`src/rtl/hamming_encoder_stream.sv`:
```
// -----------------------------------------------------------------------------
// hamming_encoder_stream
//
// Streaming, parametrised Hamming encoder. Each accepted data word is encoded
// combinationally and written into a small output FIFO, which soaks up stalls
// from the downstream serialiser. Also provides a synchronous flush and a
// counter of delivered codewords.
//
// Optional feature macro: HAMMING_SECDED_EN
//   When defined, an even overall-parity bit is prepended as the MSB of
//   out_code, so the decoder can perform SECDED.
//   When undefined, out_code is the plain Hamming code.
//
// Parameters
//   DATA_W      data bits per word (1..57)
//   FIFO_DEPTH  output FIFO entries (power of 2, >= 2)
//   CNT_W       width of the delivered-codeword counter
//
// Ports
//   clk        in   rising-edge clock
//   rst_n      in   asynchronous active-low reset
//   ena        in   global enable, gates input acceptance only
//   clr        in   synchronous flush: empties FIFO, zeroes counter
//   in_valid   in   in_data is valid
//   in_ready   out  block accepts in_data this cycle
//   in_data    in   data word
//   out_valid  out  FIFO non-empty, out_code valid
//   out_ready  in   downstream accepts out_code
//   out_code   out  codeword at FIFO head (registered)
//   code_cnt   out  number of delivered codewords, wraps
// -----------------------------------------------------------------------------
module hamming_encoder_stream #(
    parameter int DATA_W     = 4,
    parameter int FIFO_DEPTH = 2,
    parameter int CNT_W      = 16,
    // Smallest p with 2^p >= DATA_W + p + 1
    localparam int PAR_W = (DATA_W + 2 <= 4)  ? 2 :
                           (DATA_W + 3 <= 8)  ? 3 :
                           (DATA_W + 4 <= 16) ? 4 :
                           (DATA_W + 5 <= 32) ? 5 :
                           (DATA_W + 6 <= 64) ? 6 : 7,
    localparam int HAM_W = DATA_W + PAR_W,
`ifdef HAMMING_SECDED_EN
    localparam int CODE_W = HAM_W + 1
`else
    localparam int CODE_W = HAM_W
`endif
) (
    input  logic              clk,
    input  logic              rst_n,
    input  logic              ena,
    input  logic              clr,
    input  logic              in_valid,
    output logic              in_ready,
    input  logic [DATA_W-1:0] in_data,
    output logic              out_valid,
    input  logic              out_ready,
    output logic [CODE_W-1:0] out_code,
    output logic [CNT_W-1:0]  code_cnt
);

    localparam int PTR_W = $clog2(FIFO_DEPTH);
    localparam int OCC_W = $clog2(FIFO_DEPTH + 1);
    localparam logic [OCC_W-1:0] OCC_FULL = OCC_W'(FIFO_DEPTH);

    // Hamming positions are numbered 1..HAM_W; position 1 lands on the MSB of
    // the field. Parity bits occupy the power-of-2 positions, data fills the
    // rest in ascending order. Parity positions are still zero when each
    // parity bit is computed, and no other parity position shares its
    // selecting bit, so XORing every position with bit k set is exact.
    function automatic logic [HAM_W-1:0] hamming_encode(input logic [DATA_W-1:0] d);
        logic [HAM_W:1]   pos_bits;
        logic [HAM_W-1:0] code;
        logic             par;
        int               d_idx;
        pos_bits = '0;
        code     = '0;
        d_idx    = 0;
        for (int pos = 1; pos <= HAM_W; pos++) begin
            if ((pos & (pos - 1)) != 0) begin
                pos_bits[pos] = d[d_idx];
                d_idx++;
            end
        end
        for (int k = 0; k < PAR_W; k++) begin
            par = 1'b0;
            for (int pos = 1; pos <= HAM_W; pos++) begin
                if (pos[k]) par = par ^ pos_bits[pos];
            end
            pos_bits[1 << k] = par;
        end
        for (int pos = 1; pos <= HAM_W; pos++) begin
            code[HAM_W - pos] = pos_bits[pos];
        end
        return code;
    endfunction

    logic [CODE_W-1:0] mem [FIFO_DEPTH];
    logic [PTR_W-1:0]  wr_ptr;
    logic [PTR_W-1:0]  rd_ptr;
    logic [PTR_W-1:0]  rd_ptr_nxt;
    logic [OCC_W-1:0]  occ;
    logic [OCC_W-1:0]  occ_nxt;
    logic              full;
    logic              empty;
    logic              push;
    logic              pop;
    logic [HAM_W-1:0]  ham_field;
    logic [CODE_W-1:0] enc_code;

    assign ham_field = hamming_encode(in_data);

`ifdef HAMMING_SECDED_EN
    assign enc_code = {^ham_field, ham_field};
`else
    assign enc_code = ham_field;
`endif

    assign full      = (occ == OCC_FULL);
    assign empty     = (occ == '0);
    // rst_n is folded in so in_ready reads low throughout reset.
    assign in_ready  = rst_n & ena & ~full & ~clr;
    assign out_valid = ~empty;
    assign push      = in_valid & in_ready;
    // A flush overrides any pop, so a pop under clr is neither taken nor counted.
    assign pop       = out_valid & out_ready & ~clr;

    always_comb begin
        occ_nxt    = occ;
        rd_ptr_nxt = rd_ptr;
        if (push && !pop) begin
            occ_nxt = occ + 1'b1;
        end else if (pop && !push) begin
            occ_nxt = occ - 1'b1;
        end
        if (pop) begin
            rd_ptr_nxt = rd_ptr + 1'b1;
        end
    end

    // Storage needs no reset: entries are only visible through the pointers.
    always_ff @(posedge clk) begin
        if (push) begin
            mem[wr_ptr] <= enc_code;
        end
    end

    // out_code is a register holding the next head. When the next head is the
    // slot being written this cycle (FIFO empty, or one entry that is popped
    // while pushing) it is taken straight from the encoder. An empty FIFO
    // leaves out_code holding its last value.
    always_ff @(posedge clk or negedge rst_n) begin
        if (!rst_n) begin
            wr_ptr   <= '0;
            rd_ptr   <= '0;
            occ      <= '0;
            out_code <= '0;
            code_cnt <= '0;
        end else if (clr) begin
            wr_ptr   <= '0;
            rd_ptr   <= '0;
            occ      <= '0;
            out_code <= '0;
            code_cnt <= '0;
        end else begin
            if (push) begin
                wr_ptr <= wr_ptr + 1'b1;
            end
            rd_ptr <= rd_ptr_nxt;
            occ    <= occ_nxt;
            if (pop) begin
                code_cnt <= code_cnt + 1'b1;
            end
            if (occ_nxt != '0) begin
                if (push && (rd_ptr_nxt == wr_ptr)) begin
                    out_code <= enc_code;
                end else begin
                    out_code <= mem[rd_ptr_nxt];
                end
            end
        end
    end

endmodule

```
`config.mk`:
```
export PLATFORM = sky130hd
export DESIGN_NAME = hamming_encoder_stream
export DESIGN_NICKNAME = d
export VERILOG_FILES = /design/src/rtl/hamming_encoder_stream.sv
export SDC_FILE = /design/constraint.sdc
export NUM_CORES = 1
export LEC_CHECK = 0
export ABC_AREA = 1
export CAP_MARGIN = 20
export CORE_MARGIN = 2
export CORE_UTILIZATION = 48
export DETAILED_ROUTE_END_ITERATION = 12
export PLACE_DENSITY = 0.87
export SLEW_MARGIN = 20
export SYNTH_ARGS = -nofsm -noshare
export SYNTH_HDL_FRONTEND = slang
export SYNTH_SLANG_ARGS = --single-unit
```
`constraint.sdc`:
```
create_clock -name clk -period 1.4 [get_ports clk]
set_input_delay 0.28 -clock clk [delete_from_list [all_inputs] [get_ports clk]]
set_output_delay 0.28 -clock clk [all_outputs]
set_load 0.01 [all_outputs]
```
Yosys cells after proc, flatten, opt, wreduce, memory -nomap -nowiden
Memory sizes are Yosys's and may differ from the RTL's.
Index checks and enable logic that the tools add are counted.
{"block": "classes", "addsub": 5, "n_mul": 0, "div_mod_pow": 0, "magnitude_cmp": 0, "n_eq_ne": 2, "n_shift": 0, "n_mux": 14, "bitwise": 15, "n_reduce_logical": 10}
{"op": "16-bit 2-to-1 mux", "count": 2}
{"op": "7-bit 2-to-1 mux", "count": 3}
{"op": "16-bit by 1-bit adder with 16-bit output, second input constant", "count": 1}
{"op": "2-bit nonzero test", "count": 4}
{"op": "1-bit bitwise AND", "count": 6}
{"op": "1-bit 2-to-1 mux", "count": 6}
{"op": "2-bit 2-to-1 mux", "count": 3}
{"op": "1-bit XOR", "count": 6}
{"op": "1-bit logical AND", "count": 3}
{"op": "1-bit NOT", "count": 3}
{"op": "1-bit adder, second input constant", "count": 2}
{"op": "2-bit by 1-bit adder with 2-bit output, second input constant", "count": 1}
{"op": "2-bit equality test, second input constant", "count": 1}
{"op": "1-bit logical NOT", "count": 2}
{"op": "2-bit logical NOT", "count": 1}
{"op": "2-bit by 1-bit subtractor with 2-bit output, second input constant", "count": 1}
{"op": "1-bit equality test", "count": 1}
{"block": "totals", "regBits": 27, "latchBits": 0, "mem_bits_rw": 14, "mem_bits_ro": 0, "out_inout_bits": 25, "word_cells": 52, "mem_count": 1}
{"memory": "mem", "words": 2, "word_bits": 7, "rd": 1, "rd_clocked_by_memory_dff": 0, "wr": 1, "line": "98", "rtl": "logic [CODE_W-1:0] mem [FIFO_DEPTH];"}

Depth between registers and ports, before layout
{"block": "logic_depth", "word_depth": 12, "depth_mapped": 12}

Worst setup path after synthesis
Ideal clock, no wire load.
{"block": "synth_path", "path_kind": "reg-to-reg", "start": "register occ[0]", "end": "register out_code[0]", "setup_ns": 0.117, "t_arrival_ns": 1.502, "required_ns": 1.283, "setup_slack_ns": -0.219, "stages_incl_launch_ff": 13, "synth_period_minus_slack_ns": 1.619, "path_cell_list": "dfrtp_1 > inv_1 > ha_1 > inv_1 > nand2_1 > nor2_1 > nand3_2 > nand2_1 > nand2_1 > nand2_4 > nand2_4 > nand3_1 > nand2_1"}
{"block": "synth_between", "elab_chain_cells": 11, "elab_cells_between_ends": 26, "cone_classes": "add/sub: 2; eq/ne: 2; mux: 6; bitwise: 7; reduce/logical: 8; memory: 1"}
{"element": "start: declaration", "line": "102", "rtl": "logic [OCC_W-1:0] occ;"}
{"element": "start signal: assignment", "line": "170", "rtl": "occ <= occ_nxt;"}
{"element": "2-bit equality test *", "line": "119", "rtl": "assign full = (occ == OCC_FULL);"}
{"element": "1-bit NOT *", "line": "122", "rtl": "assign in_ready = rst_n & ena & ~full & ~clr;"}
{"element": "1-bit bitwise AND * (2 in series)", "line": "122"}
{"element": "via in_ready", "line": "54", "rtl": "output logic in_ready,"}
{"element": "1-bit bitwise AND *", "line": "124", "rtl": "assign push = in_valid & in_ready;"}
{"element": "1-bit logical NOT", "line": "133", "rtl": "end else if (pop && !push) begin"}
{"element": "1-bit logical AND", "line": "133"}
{"element": "2-bit 2-to-1 mux", "line": "133"}
{"element": "2-bit 2-to-1 mux", "line": "131", "rtl": "if (push && !pop) begin"}
{"element": "2-bit nonzero test", "line": "174", "rtl": "if (occ_nxt != '0) begin"}
{"element": "2-bit nonzero test (no source line)"}
{"element": "end signal: assignment", "line": "176", "rtl": "out_code <= enc_code;"}
{"element": "end signal: assignment", "line": "178", "rtl": "out_code <= mem[rd_ptr_nxt];"}
{"element": "end: declaration", "line": "58", "rtl": "output logic [CODE_W-1:0] out_code,"}
The timed path passes the listed nets; every way through them passes the cells marked *. The select of a mux whose other input is x is not followed.
A chain may end at the register's enable or synchronous reset.

Worst setup path in the final report
{"block": "layout_path", "start": "register occ[1]", "end": "register out_code[4]"}
{"block": "layout_between", "elab_chain_cells": 11, "elab_cells_between_ends": 26, "cone_classes": "add/sub: 2; eq/ne: 2; mux: 6; bitwise: 7; reduce/logical: 8; memory: 1"}
{"element": "2-bit equality test", "line": "119"}
{"element": "1-bit NOT", "line": "122"}
{"element": "1-bit bitwise AND (2 in series)", "line": "122"}
{"element": "1-bit bitwise AND", "line": "124"}
{"element": "1-bit logical NOT", "line": "133"}
{"element": "1-bit logical AND", "line": "133"}
{"element": "2-bit 2-to-1 mux", "line": "133"}
{"element": "2-bit 2-to-1 mux", "line": "131"}
{"element": "2-bit nonzero test", "line": "174"}
{"element": "2-bit nonzero test (no source line)"}
Parallel ways exist; a longest one is shown, timed or not. The select of a mux whose other input is x is not followed.

==> metrics.md <==
| Metric | Value |
|---|---|
| Final worst slack | `-377 ps` |
| Worst Setup SP | `occ[1]` |
| Worst r2r dst | `out_code[4]` |
| Pin count of the biggest net entering global routing | `29` |
| Die area | `5310 sq um` |
| Tcrit/Tclk final | `1.27` |
| Final design area excluding fillers | `3550 sq um` |
| Number of diodes | `0` |
| Worst R2R Start | `occ[1]` |
| CTS tree | `done` |
| Die width | `72.9 um` |
| Slew Limit Headroom | `0.724` |
| CP Class | `reg -> reg` |
| GRT Util Overall | `0.249` |
| Worst Path Max Fanout | `7` |
| R2R setup slack | `-380 ps` |
| Min-delay worst type | `in -> async` |
| Total Negative Setup Slacks | `-10,100 ps` |
| Post-route minimum period | `1780 ps` |
| Clock Skew | `8.35 ps` |
| Hold_buf cts | `0` |
| Core Util, Final | `0.763` |
| Arr. time, crit path | `1960 ps` |
| IO Count | `35` |
| Final Max Slew Viols | `0` |
| Vias in the first global route | `2,109` |
| Final Hold Viols | `0` |
| H-tree depth | `2` |
| Drc violations | `0` |
| VDD IR max | `0.790 mV` |
| Yosys cell types | `31` |
| WHS | `442 ps` |
| Root buf cell | `clkbuf_8` |
| Core ar. | `4660 sq um` |
| FF+latch count, synth | `41` |
| Maxcap violations | `0` |
| # fillers | `293` |
| Dpl hpwl | `4040 um` |
| PwrDens | `830 nW/um^2` |
| TritonRoute pass-1 iters | `5` |
| First-pass GRT wire length | `10,200 um` |
| Mapped Area | `2280 sq um` |
| Syn nets | `269` |
| Gpl congestion | `0.811` |
| Grt ovf | `0` |
| Commonest non-fill, non-tap cell in the layout | `nand2_1` |
| Req. time, crit path | `1590 ps` |
| Sequential area share after synthesis | `0.481` |
| Clk sinks | `41` |
| Layout area overhead | `56.0%` |
| Non-Filler Instances | `407` |
| Placed cell count | `374` |
| Initial core utilization | `0.489` |
| Failing checks | `setup timing` |
| Area of the multi-input gates | `1340 sq um` |
| Length in cells of the worst reg-to-reg path | `11` |
| Avg WL per Cell | `17.1 um` |
| CTS Buffer Depth | `2` |
| Cells after Synth | `256` |
| Area after DPL | `3010 sq um` |
| Clk slew on worst S/H paths | `80 ps` |
| Avg Inst Size Synth | `8.90 sq um` |
| FP Rows | `25` |
| Status | `finished with violations` |
| Die Span Y | `72.9 um` |
| Leak | `1.66 nW` |
| Share of cells above drive strength 1 | `0.391` |
| Antenna violations before repair | `0` |
| Most frequent cells in the layout | `nand2_1, buf_4, dfrtp_1` |
| First-iteration detailed-routing DRC count | `165` |
| Vias per cell | `5.64` |
| RSZ-0062 raised after global routing | `true` |
| Vias post-DR | `2,295` |
| Register Area | `1100 sq um` |
| Total wire length | `6940 um` |
| Crit end category | `flop` |
| Worst skew pair latency | `300 ps` |
| Final #Nets | `365` |
| # port buffers | `34` |
| Crit path to | `out_code[4]` |
| Total CTS buffers | `5` |
| Setup Viol. Count Final | `39` |
| CP Launch Type | `flop` |
| Fmax | `563 MHz` |
| Warnings, synthesis | `0` |
| Routed Antenna Nets | `0` |
| Actual slew at the worst max-slew pin | `411 ps` |
## timing repair
| action | in CTS | in global routing |
|---|---|---|
| endpoints found under the hold margin | 0 | 0 |
| gates resized for setup | 58 | 39 |
| pin swaps | 7 | 25 |
| setup buffers | 16 | 6 |
| setup endpoints to repair | 58 | 42 |
| gates cloned | 1 | 2 |
## layer usage
layer / wire (um) / GRT usage
met1: 2740 / 0.329
met2: 3580 / 0.434
met3: 423 / 0.0345
met4: 199 / 0.0576
met5: 0 / 0
## synthesized netlist by cell type (all sizes together)
master | n | area, sq um
nand2 | 78 | 345
nand3 | 41 | 273
dfrtp | 27 | 676
inv | 26 | 105
edfxtp | 14 | 420
nor2 | 14 | 82.6
o21ai | 12 | 60.1
nand4 | 11 | 83.8
a21oi | 10 | 50.1
nor3 | 8 | 45.0
buf | 4 | 41.3
ha | 3 | 37.5
xor2 | 2 | 17.5
a31oi | 1 | 6.26
clkinv | 1 | 5.00
nand3b | 1 | 7.51
nor3b | 1 | 7.51
o21a | 1 | 7.51
o31ai | 1 | 7.51
## power breakdown
group          total [W]  internal (W)  switching, W
Sequential       0.00131       0.00129     0.0000290
Clock           0.000970      0.000526      0.000445
Combinational   0.000666      0.000289      0.000377
## kinds of logic after synthesis
group	after synthesis	share of synthesized area
buffers and inverters	31	0.0664
XOR/XNOR	2	0.00769
AND/OR/NAND/NOR	154	0.371
flip-flops	41	0.481
AO/OA/AOI/OAI	25	0.0577
adder cells (fa/ha/maj)	3	0.0165
## cell type report
class                           count  area share
Clock buffer                        5      0.0194
Timing Repair Buffer               90       0.229
Sequential cell                    41       0.309
Inverter                           27      0.0348
Multi-Input combinational cell    187       0.377
Tap cell                           54      0.0190
Clock inverter                      3      0.0116
## metrics by stage
step	worst slack [ps]	total power [W]
floorplan	-108	0.00163
finish	-377	0.00295
detailed placement	-559	0.00188
global route	-446	0.00307
global placement	-536	0.00187
CTS	-280	0.00284
## critical path, stage by stage (launching register included)
cell and delay [ps]:
dfrtp_1 410, buf_6 130, ha_4 150, buf_6 110, nor2_4 80, nand3_4 120, nand2_4 130, nand3_2 140
nand2_4 120, nand2_4 90, nand3_2 110, nand2_1 60
## worst min-delay path by stage
stage,start,to,depth (start not counted)
after CTS,rst_n,code_cnt[3],2
after detailed placement,out_code[0],out_code[0],2
after global routing,rst_n,code_cnt[0],2
after global placement,code_cnt[3],code_cnt[3],1
final,rst_n,code_cnt[8],2
after floorplan,rst_n,code_cnt[0],0
## state kept, by name, indices dropped and copies added, names as in the netlist
register / count
rd_ptr: 1
occ: 2
code_cnt: 16
out_code: 7
mem: 14
wr_ptr: 1
No activity file was read; power rests on OpenSTA's default activity.
